**config.mk**
```make
export PLATFORM = sky130hd
export DESIGN_NAME = fmlt_pipe_unit
export DESIGN_NICKNAME = d
export VERILOG_FILES = /design/src/rtl/fmlt_pipe_unit.sv
export SDC_FILE = /design/constraint.sdc
export NUM_CORES = 2
export LEC_CHECK = 0
export BUFFER_PORTS_ARGS = -buffer_cell sky130_fd_sc_hd__buf_4
export CAP_MARGIN = 20
export CORE_MARGIN = 4
export CORE_UTILIZATION = 45
export DETAILED_ROUTE_END_ITERATION = 8
export GPL_ROUTABILITY_DRIVEN = 1
export SLEW_MARGIN = 0
export SYNTH_ARGS = -nofsm -noshare
export SYNTH_HDL_FRONTEND = slang
export SYNTH_SLANG_ARGS = --single-unit
export TNS_END_PERCENT = 30
```
**constraint.sdc**
```tcl
create_clock -name clock -period 18.2 [get_ports clock]
set_clock_uncertainty 0.2 [all_clocks]
set_input_delay 3.64 -clock clock [delete_from_list [all_inputs] [get_ports clock]]
set_output_delay 3.64 -clock clock [all_outputs]
set_load 0.01 [all_outputs]
```
**src/rtl/fmlt_pipe_unit.sv**
```systemverilog
// Purpose : pipelined binary32 multiplier (MUL, NMUL, SQR, AMUL) with RNE rounding, FTZ and
//           IEEE exception flags; Index/Issue_No tags ride along with each result.
// Latency : 3 cycles fixed, issue at edge N gives O_Valid after edge N+3; 1 op per cycle.
// Backpr. : global I_Stall freezes every stage and the outputs; no internal backpressure.
// Ports   : clock/reset (sync, active-high); I_En/I_Stall control; I_Op, I_Data1/2 operands;
//           I_Index/I_Issue_No tags in; O_Valid, O_Data, O_Index, O_Issue_No, O_Flags
//           {NV,OF,UF,NX} out, all forced to 0 when O_Valid=0.
module fmlt_pipe_unit #(
  parameter int WIDTH_DATA     = 32,
  parameter int WIDTH_OP       = 2,
  parameter int WIDTH_INDEX    = 7,
  parameter int WIDTH_ISSUE_NO = 5
) (
  input  logic                      clock,
  input  logic                      reset,
  input  logic                      I_En,
  input  logic                      I_Stall,
  input  logic [WIDTH_OP-1:0]       I_Op,
  input  logic [WIDTH_DATA-1:0]     I_Data1,
  input  logic [WIDTH_DATA-1:0]     I_Data2,
  input  logic [WIDTH_INDEX-1:0]    I_Index,
  input  logic [WIDTH_ISSUE_NO-1:0] I_Issue_No,
  output logic                      O_Valid,
  output logic [WIDTH_DATA-1:0]     O_Data,
  output logic [WIDTH_INDEX-1:0]    O_Index,
  output logic [WIDTH_ISSUE_NO-1:0] O_Issue_No,
  output logic [3:0]                O_Flags
);

  localparam logic [WIDTH_OP-1:0] OP_NMUL = WIDTH_OP'(1);
  localparam logic [WIDTH_OP-1:0] OP_SQR  = WIDTH_OP'(2);
  localparam logic [WIDTH_OP-1:0] OP_AMUL = WIDTH_OP'(3);
  localparam logic [31:0]         QNAN    = 32'h7FC0_0000;

  // Result class resolved once in S1; only K_NORM uses the arithmetic path.
  typedef enum logic [1:0] {K_NORM = 2'd0, K_ZERO = 2'd1, K_INF = 2'd2, K_NAN = 2'd3} kind_t;

  // ---------------- S1: unpack / classify ----------------
  logic [31:0] w_b;
  logic [7:0]  w_ea, w_eb;
  logic        w_a_zero, w_b_zero, w_a_inf, w_b_inf, w_a_nan, w_b_nan, w_snan;
  logic        w_sign;
  kind_t       w_kind;
  logic        w_nv;

  assign w_b      = (I_Op == OP_SQR) ? I_Data1 : I_Data2;
  assign w_ea     = I_Data1[30:23];
  assign w_eb     = w_b[30:23];
  // exp==0 is zero regardless of mantissa: subnormal inputs are flushed.
  assign w_a_zero = (w_ea == 8'h00);
  assign w_b_zero = (w_eb == 8'h00);
  assign w_a_inf  = (w_ea == 8'hFF) && (I_Data1[22:0] == 23'd0);
  assign w_b_inf  = (w_eb == 8'hFF) && (w_b[22:0] == 23'd0);
  assign w_a_nan  = (w_ea == 8'hFF) && (I_Data1[22:0] != 23'd0);
  assign w_b_nan  = (w_eb == 8'hFF) && (w_b[22:0] != 23'd0);
  assign w_snan   = (w_a_nan && !I_Data1[22]) || (w_b_nan && !w_b[22]);

  // Sign mode folded in early; NaN results ignore the sign at pack time anyway.
  always_comb begin
    w_sign = I_Data1[31] ^ w_b[31];
    if (I_Op == OP_NMUL)      w_sign = ~w_sign;
    else if (I_Op == OP_AMUL) w_sign = 1'b0;
  end

  always_comb begin
    w_kind = K_NORM;
    w_nv   = 1'b0;
    if (w_a_nan || w_b_nan) begin
      w_kind = K_NAN;
      w_nv   = w_snan;
    end else if ((w_a_inf && w_b_zero) || (w_b_inf && w_a_zero)) begin
      w_kind = K_NAN;
      w_nv   = 1'b1;
    end else if (w_a_inf || w_b_inf) begin
      w_kind = K_INF;
    end else if (w_a_zero || w_b_zero) begin
      w_kind = K_ZERO;
    end
  end

  logic                      r_s1_vld, r_s1_sign, r_s1_nv;
  logic [WIDTH_INDEX-1:0]    r_s1_idx;
  logic [WIDTH_ISSUE_NO-1:0] r_s1_iss;
  kind_t                     r_s1_kind;
  logic [7:0]                r_s1_ea, r_s1_eb;
  logic [23:0]               r_s1_ma, r_s1_mb;

  // ---------------- S2: multiply, exponent sum ----------------
  logic [47:0]        w_s2_prod;
  logic signed [9:0]  w_s2_exp;

  assign w_s2_prod = {24'd0, r_s1_ma} * {24'd0, r_s1_mb};
  assign w_s2_exp  = $signed({2'b00, r_s1_ea}) + $signed({2'b00, r_s1_eb}) - 10'sd127;

  logic                      r_s2_vld, r_s2_sign, r_s2_nv;
  logic [WIDTH_INDEX-1:0]    r_s2_idx;
  logic [WIDTH_ISSUE_NO-1:0] r_s2_iss;
  kind_t                     r_s2_kind;
  logic [47:0]               r_s2_prod;
  logic signed [9:0]         r_s2_exp;

  // ---------------- S3: normalise, extract guard/sticky ----------------
  // Product of two [1,2) mantissas lies in [1,4): bit47 decides the 1-bit right shift.
  // The leading one is implied from here on, so only the 23 fraction bits are kept.
  logic              w_s3_hi;
  logic [22:0]       w_s3_frac;
  logic              w_s3_guard, w_s3_sticky;
  logic signed [9:0] w_s3_exp;

  assign w_s3_hi     = r_s2_prod[47];
  assign w_s3_frac   = w_s3_hi ? r_s2_prod[46:24] : r_s2_prod[45:23];
  assign w_s3_guard  = w_s3_hi ? r_s2_prod[23]    : r_s2_prod[22];
  assign w_s3_sticky = w_s3_hi ? |r_s2_prod[22:0] : |r_s2_prod[21:0];
  assign w_s3_exp    = r_s2_exp + (w_s3_hi ? 10'sd1 : 10'sd0);

  logic                      r_s3_vld, r_s3_sign, r_s3_nv;
  logic [WIDTH_INDEX-1:0]    r_s3_idx;
  logic [WIDTH_ISSUE_NO-1:0] r_s3_iss;
  kind_t                     r_s3_kind;
  logic [22:0]               r_s3_frac;
  logic                      r_s3_guard, r_s3_sticky;
  logic signed [9:0]         r_s3_exp;

  // ---------------- Output: round, range check, pack ----------------
  logic              w_rnd_inc, w_rnd_carry, w_inexact;
  logic [22:0]       w_rnd_frac;
  logic signed [9:0] w_rnd_exp;
  logic [31:0]       w_res_data;
  logic [3:0]        w_res_flags;

  assign w_rnd_inc   = r_s3_guard & (r_s3_sticky | r_s3_frac[0]);
  // An all-ones fraction that rounds up wraps to 0 and bumps the exponent (1.11..1 -> 10.0).
  assign w_rnd_carry = w_rnd_inc & (&r_s3_frac);
  assign w_rnd_frac  = r_s3_frac + {22'd0, w_rnd_inc};
  assign w_rnd_exp   = r_s3_exp + (w_rnd_carry ? 10'sd1 : 10'sd0);
  assign w_inexact   = r_s3_guard | r_s3_sticky;

  always_comb begin
    w_res_data  = 32'd0;
    w_res_flags = 4'd0;
    case (r_s3_kind)
      K_NAN: begin
        w_res_data  = QNAN;
        w_res_flags = {r_s3_nv, 3'b000};
      end
      K_INF:  w_res_data = {r_s3_sign, 8'hFF, 23'd0};
      K_ZERO: w_res_data = {r_s3_sign, 31'd0};
      default: begin
        if (w_rnd_exp >= 10'sd255) begin
          w_res_data  = {r_s3_sign, 8'hFF, 23'd0};
          w_res_flags = 4'b0101;
        end else if (w_rnd_exp <= 10'sd0) begin
          // No subnormal outputs: anything below the normal range flushes to signed zero.
          w_res_data  = {r_s3_sign, 31'd0};
          w_res_flags = 4'b0011;
        end else begin
          w_res_data  = {r_s3_sign, w_rnd_exp[7:0], w_rnd_frac};
          w_res_flags = {3'b000, w_inexact};
        end
      end
    endcase
  end

  // ---------------- Pipeline registers ----------------
  // Reset wins over stall; stall freezes everything including outputs.
  // Tags are zeroed in bubbles so downstream never sees stale tags.
  always_ff @(posedge clock) begin
    if (reset) begin
      r_s1_vld <= 1'b0; r_s1_sign <= 1'b0; r_s1_nv <= 1'b0; r_s1_kind <= K_NORM;
      r_s1_idx <= '0;   r_s1_iss  <= '0;   r_s1_ea <= '0;   r_s1_eb   <= '0;
      r_s1_ma  <= '0;   r_s1_mb   <= '0;
      r_s2_vld <= 1'b0; r_s2_sign <= 1'b0; r_s2_nv <= 1'b0; r_s2_kind <= K_NORM;
      r_s2_idx <= '0;   r_s2_iss  <= '0;   r_s2_prod <= '0; r_s2_exp  <= '0;
      r_s3_vld <= 1'b0; r_s3_sign <= 1'b0; r_s3_nv <= 1'b0; r_s3_kind <= K_NORM;
      r_s3_idx <= '0;   r_s3_iss  <= '0;   r_s3_frac <= '0; r_s3_exp  <= '0;
      r_s3_guard <= 1'b0; r_s3_sticky <= 1'b0;
      O_Valid  <= 1'b0; O_Data <= '0; O_Index <= '0; O_Issue_No <= '0; O_Flags <= '0;
    end else if (!I_Stall) begin
      r_s1_vld  <= I_En;
      r_s1_idx  <= I_En ? I_Index : '0;
      r_s1_iss  <= I_En ? I_Issue_No : '0;
      r_s1_sign <= w_sign;
      r_s1_nv   <= w_nv;
      r_s1_kind <= w_kind;
      r_s1_ea   <= w_ea;
      r_s1_eb   <= w_eb;
      r_s1_ma   <= {1'b1, I_Data1[22:0]};
      r_s1_mb   <= {1'b1, w_b[22:0]};

      r_s2_vld  <= r_s1_vld;
      r_s2_idx  <= r_s1_idx;
      r_s2_iss  <= r_s1_iss;
      r_s2_sign <= r_s1_sign;
      r_s2_nv   <= r_s1_nv;
      r_s2_kind <= r_s1_kind;
      r_s2_prod <= w_s2_prod;
      r_s2_exp  <= w_s2_exp;

      r_s3_vld    <= r_s2_vld;
      r_s3_idx    <= r_s2_idx;
      r_s3_iss    <= r_s2_iss;
      r_s3_sign   <= r_s2_sign;
      r_s3_nv     <= r_s2_nv;
      r_s3_kind   <= r_s2_kind;
      r_s3_frac   <= w_s3_frac;
      r_s3_guard  <= w_s3_guard;
      r_s3_sticky <= w_s3_sticky;
      r_s3_exp    <= w_s3_exp;

      O_Valid    <= r_s3_vld;
      O_Data     <= r_s3_vld ? w_res_data : '0;
      O_Flags    <= r_s3_vld ? w_res_flags : '0;
      O_Index    <= r_s3_idx;
      O_Issue_No <= r_s3_iss;
    end
  end

endmodule

```
# Word-level counts from Yosys, hierarchy flattened
# Cells that the tools add are included.
[totals] ff_bits=257 latch_bits=0 mem_bits_rw=0 rom_bits=0 mem_count=0
[classes] addsub=5 n_mul=1 div=0 n_lt_le_gt_ge=2 eq_ne=8 shifts=0 n_mux=24 n_bitwise=6 reduce_logical=25
[op_table] op="$pmux W32 S3" n=1
[op_table] op="$mux W32" n=2
[op_table] op="$mux W31" n=2
[op_table] op="$mul A24 B24 Y48" n=1
[op_table] op="$logic_not A23 Y1" n=2
[op_table] op="$reduce_bool A23 Y1" n=2
[op_table] op="$add A23 B1 Y23" n=1
[op_table] op="$mux W23" n=1
[op_table] op="$reduce_and A23 Y1" n=1
[op_table] op="$reduce_or A23 Y1" n=1
[op_table] op="$reduce_or A22 Y1" n=1
[op_table] op="$add A10 B2 Y10" n=2
[op_table] op="$eq A8 B8 Y1 const B" n=2
[op_table] op="$logic_not A8 Y1" n=2
[op_table] op="$ge A10 B9 Y1 const B" n=1
[op_table] op="$le A10 B1 Y1 const B" n=1
[op_table] op="$sub A9 B7 Y10 const B" n=1
[op_table] op="$add A8 B8 Y9" n=1
[op_table] op="$mux W1" n=9
[op_table] op="$eq A2 B2 Y1 const B" n=4
[op_table] op="$logic_and A1 B1 Y1" n=8
[op_table] op="$mux W2" n=4
[op_table] op="$pmux W4 S2" n=1
[op_table] op="$mux W7" n=1
[op_table] op="other kinds (11)" n=19

# Depth between registers and ports, before layout
[depth] depth_word=10 mapped_depth=28

# Worst setup path after synthesis
# OpenSTA, ideal clock, no wires.
[synth_timing] path_kind="register to register" startpoint="register r_s1_mb[3]" endpoint="register r_s2_prod[47]" setup_ns=0.115 arrival_ns=6.658 t_required_ns=17.885 setup_slack_ns=11.227 stages_incl_launch_ff=28 path_buffers=2 period_less_slack_ns=6.973 path_cell_list="dfxtp_1 > clkbuf_1 > clkbuf_1 > nand2_1 > fa_1 > inv_1 > fa_1 > inv_1 > fa_1 > inv_1 > fa_1 > inv_1 > fa_1 > inv_1 > fa_1 > inv_1 > fa_1 > inv_1 > ha_1 > a21oi_1 > o21ai_0 > nor2_1 > a221oi_2 > o211ai_2 > o31ai_2 > o221ai_1 > xnor2_1 > o21a_1"
[synth_via] elab_chain_cells=1
[synth_lines] element="start: declaration" line_no="86" text="logic [23:0] r_s1_ma, r_s1_mb;"
[synth_lines] element="start signal: assignment" line_no="188" text="r_s1_mb <= {1'b1, w_b[22:0]};"
[synth_lines] element="$mul A24 B24 Y48" line_no="92" text="assign w_s2_prod = {24'd0, r_s1_ma} * {24'd0, r_s1_mb};"
[synth_lines] element="end signal: assignment" line_no="196" text="r_s2_prod <= w_s2_prod;"
[synth_lines] element="end: declaration" line_no="99" text="logic [47:0] r_s2_prod;"
# Every way passes these cells.
# A chain may end at the register's enable or synchronous reset.

# Final worst setup path
# Same ends and word-level chain as after synthesis.

==> results.sh <==
export IMPL_design_area_um2=32700
export IMPL_worst_slew_pin_slew_ns=1.09
export IMPL_drc_errors=0
export IMPL_power_leakage_uw=0.0155
export IMPL_required_ns=18.46
export IMPL_timing_reg2reg_setup_slack_ns=10.35
export IMPL_finalHoldViolations=0
export IMPL_yosysMostFrequentCell="inv_1"
export IMPL_synthFlopType="dfxtp_1"
export IMPL_multi_input_area_um2=21800
export IMPL_port_buffers=130
export IMPL_globalplace_congestion=0.900
export IMPL_rsz0062_at_grt="false"
export IMPL_ff2ff_path_depth=25
export IMPL_p_int_uw=1250
export IMPL_row_count=94
export IMPL_antenna_found_initial=0
export IMPL_dpl_cell_area_um2=31500
export IMPL_finalMaxSlewViolations=0
export IMPL_synth_common_cells="inv_1 (566), fa_1 (483), nand2_1 (459)"
export IMPL_whs_path_depth=2
export IMPL_path_class="register to register"
export IMPL_final_net_count=4240
export IMPL_ys_warn_count=0
export IMPL_clk_insertion_delay_late_ns=0.57
export IMPL_grt_usage_pct=23.6
export IMPL_min_period_over_period_pct=43.1
export IMPL_critPathArrivalTime_ns=8.11
export IMPL_syn_area_um2=29800
export IMPL_synth_seq_cells=256
export IMPL_wl_mm=80.8
export IMPL_status="finished clean"
export IMPL_setup_viol=0
export IMPL_die_x_um=266
export IMPL_cts_hold_fix_buffers=0
export IMPL_start_util_pct=45.4
export IMPL_fin_ws_ns=10.35
export IMPL_finalPower_uw=1950
export IMPL_post_dp_hpwl_mm=61.5
export IMPL_seqCellArea_um2=5120
export IMPL_h_tree_depth=2
export IMPL_cp_max_fo=25
export IMPL_n_antenna_cell=0
export IMPL_die_area_um2=70500
export IMPL_post_cts_buffers=0
export IMPL_ant_nets=0
export IMPL_cts_sinks=256
export IMPL_powerDensity_nw_per_um2=59.7
export IMPL_p_sw_uw=702
export IMPL_grt_pass1_wl_mm=132
export IMPL_syn_to_final_growth_pct=9.71
export IMPL_synth_edf_count=0
export IMPL_irDropWorstVdd_mv=0.0696
export IMPL_cap_violations=0
export IMPL_dr_pass1_iters=5
export IMPL_num_fill_cells=6371
export IMPL_cts_buffers=34
export IMPL_max_slew_margin_pct=27.0
export IMPL_synthArstFlopShare_pct=0
export IMPL_place_ws_ns=10.40
export IMPL_synthTopCellsByArea="fa_1 (32%), dfxtp_1 (17%), ha_1 (8.2%), inv_1 (7.1%), and2_1 (6.1%)"
export IMPL_startpoint_type="register"
export IMPL_min_from="r_s1_ma[23]"
export IMPL_cts_resized=0
export IMPL_cts_path_max_buffers=3
export IMPL_whs_ns=0.249
export IMPL_yosys_area_top_type="fa_1"
export IMPL_overflow=0
export IMPL_grt_pass1_vias=24506
export IMPL_synthCells=3470
export IMPL_wl_per_cell_um=18.5
export IMPL_rr_startpoint="r_s1_mb[3]"
export IMPL_synth_cell_types=71
export IMPL_synth_top_area_share_pct=32.4
export IMPL_finalCriticalPeriod_ns=7.85
export IMPL_synthesis_nets=4230
export IMPL_seq_power_share_pct=32.5
export IMPL_p_clk_share_pct=36.0
export IMPL_io_pin_count=131
export IMPL_r2r_end="r_s2_prod[47]"
export IMPL_drtIter0Drc=1294
export IMPL_vias_per_cell=5.24
export IMPL_timing_fmax_ghz=0.127
export IMPL_grt_max_degree=107
export IMPL_crit_path_end_kind="register"
export IMPL_dieHeight_um=266
export IMPL_tns_ns=0
export IMPL_min_to="r_s1_ma[23]"
export IMPL_drive_above_1_share_pct=7.22
export IMPL_netSwitchingFraction_pct=35.9
export IMPL_p_comb_share_pct=31.6
export IMPL_synth_area_per_cell_um2=8.60
export IMPL_num_vias=22900
export IMPL_clk_pin_slew_ns=0.06
export IMPL_worstHoldPathType="register to register"
export IMPL_synth_seq_area_share_pct=17.2
export IMPL_cts_root_buf="clkbuf_16"
export IMPL_core_region_area_um2=65700
export IMPL_cts_tree="built"
==> flip-flops by register name, summed over array words and instances (netlist names), 2 cells and up <==
name        cells
r_s3_frac      23
r_s1_kind       2
O_Issue_No      5
O_Flags         4
r_s3_idx        7
r_s2_kind       2
r_s1_idx        7
r_s3_exp       10
r_s2_exp       10
r_s1_ea         8
r_s3_iss        5
r_s3_kind       2
r_s2_iss        5
r_s2_idx        7
r_s2_prod      48
O_Index         7
r_s1_ma        24
O_Data         32
r_s1_eb         8
r_s1_mb        23
r_s1_iss        5
==> worst max-delay path, stage by stage, from the launching register on <==
cell and delay, ns:
dfxtp_1 0.97, nand2_1 0.18, fa_1 0.58, inv_1 0.05, fa_1 0.48, inv_1 0.05, fa_1 0.53, inv_1 0.06
fa_1 0.50, inv_1 0.05, fa_1 0.52, inv_1 0.05, fa_1 0.47, inv_1 0.05, fa_1 0.47, inv_1 0.05
ha_1 0.40, a21oi_1 0.14, o21ai_0 0.33, nor2_1 0.09, a221oi_2 0.40, o211ai_2 0.24, o31ai_2 0.36, o221ai_1 0.20
xnor2_1 0.16, o21a_1 0.16
==> how the worst max path moves through the flow <==
| stage | start | to | cells after the start | slack (ns) |
|---|---|---|---|---|
| 6_report | r_s1_mb[3] | r_s2_prod[47] | 25 | 10.35 |
| 5_1_grt | r_s1_mb[3] | r_s2_prod[47] | 25 | 9.92 |
| 4_1_cts | r_s1_mb[3] | r_s2_prod[47] | 25 | 10.39 |
| 3_5_place_dp | r_s1_mb[3] | r_s2_prod[47] | 25 | 10.40 |
| 3_3_place_gp | r_s1_mb[3] | r_s2_prod[47] | 25 | 10.48 |
| 2_1_floorplan | r_s1_mb[3] | r_s2_prod[47] | 27 | 11.23 |
==> placed cells by master (no fill, tap or decap), drive strengths merged, types with 13 or more instances in the layout <==
master	n
nand3	34
ha	195
nand4	17
nor4	23
dfxtp	256
a21oi	187
a22oi	13
nor2	295
fa	483
nor3	25
and2	290
clkbuf	47
buf	178
a21o	17
xor2	33
mux2i	112
xnor2	49
inv	568
o21ai	78
nand2	460
==> metal layers <==
metal,vias up,track usage (%),wire (µm)
met5,-,0,0
met4,0,10.3,4160
met3,160,3.78,4660
met2,634,39.9,38300
met1,11384,30.1,33600
li1,10722,-,-
==> cell type report <==
| class | instances | area share (%) |
|---|---|---|
| inverters | 566 | 6.49 |
| flip-flops and latches | 256 | 15.7 |
| multi-input cells | 2444 | 66.7 |
| clock inverters | 12 | 0.650 |
| repair buffers | 178 | 4.28 |
| clock buffers | 47 | 2.96 |
| well taps | 864 | 3.30 |
==> metrics by stage <==
stage                     utilization (%)  std cells
after floorplan                         -       3470
after global placement               47.9       4304
after detailed placement             47.9       4304
after CTS                            49.7       4363
after global routing                 49.8       4367
final                                49.8       4367
==> power groups by stage <==
stage | Sequential, µW | Combinational (µW) | Clock [µW]
final | 634 | 617 | 703
after global routing | 639 | 701 | 745
after CTS | 636 | 621 | 724
after detailed placement | 648 | 616 | 0
after global placement | 647 | 612 | 0
after floorplan | 625 | 436 | 0
==> kinds of logic after synthesis <==
group,count (synthesis),share of synthesized area (%)
compound gates,376,7.68
mux,113,3.79
flops,256,17.2
fa+ha+maj,678,40.6
xor+xnor,82,2.43
simple gates,1195,18.6
buf+inv,770,9.72
(Power assumes the default switching activity.)
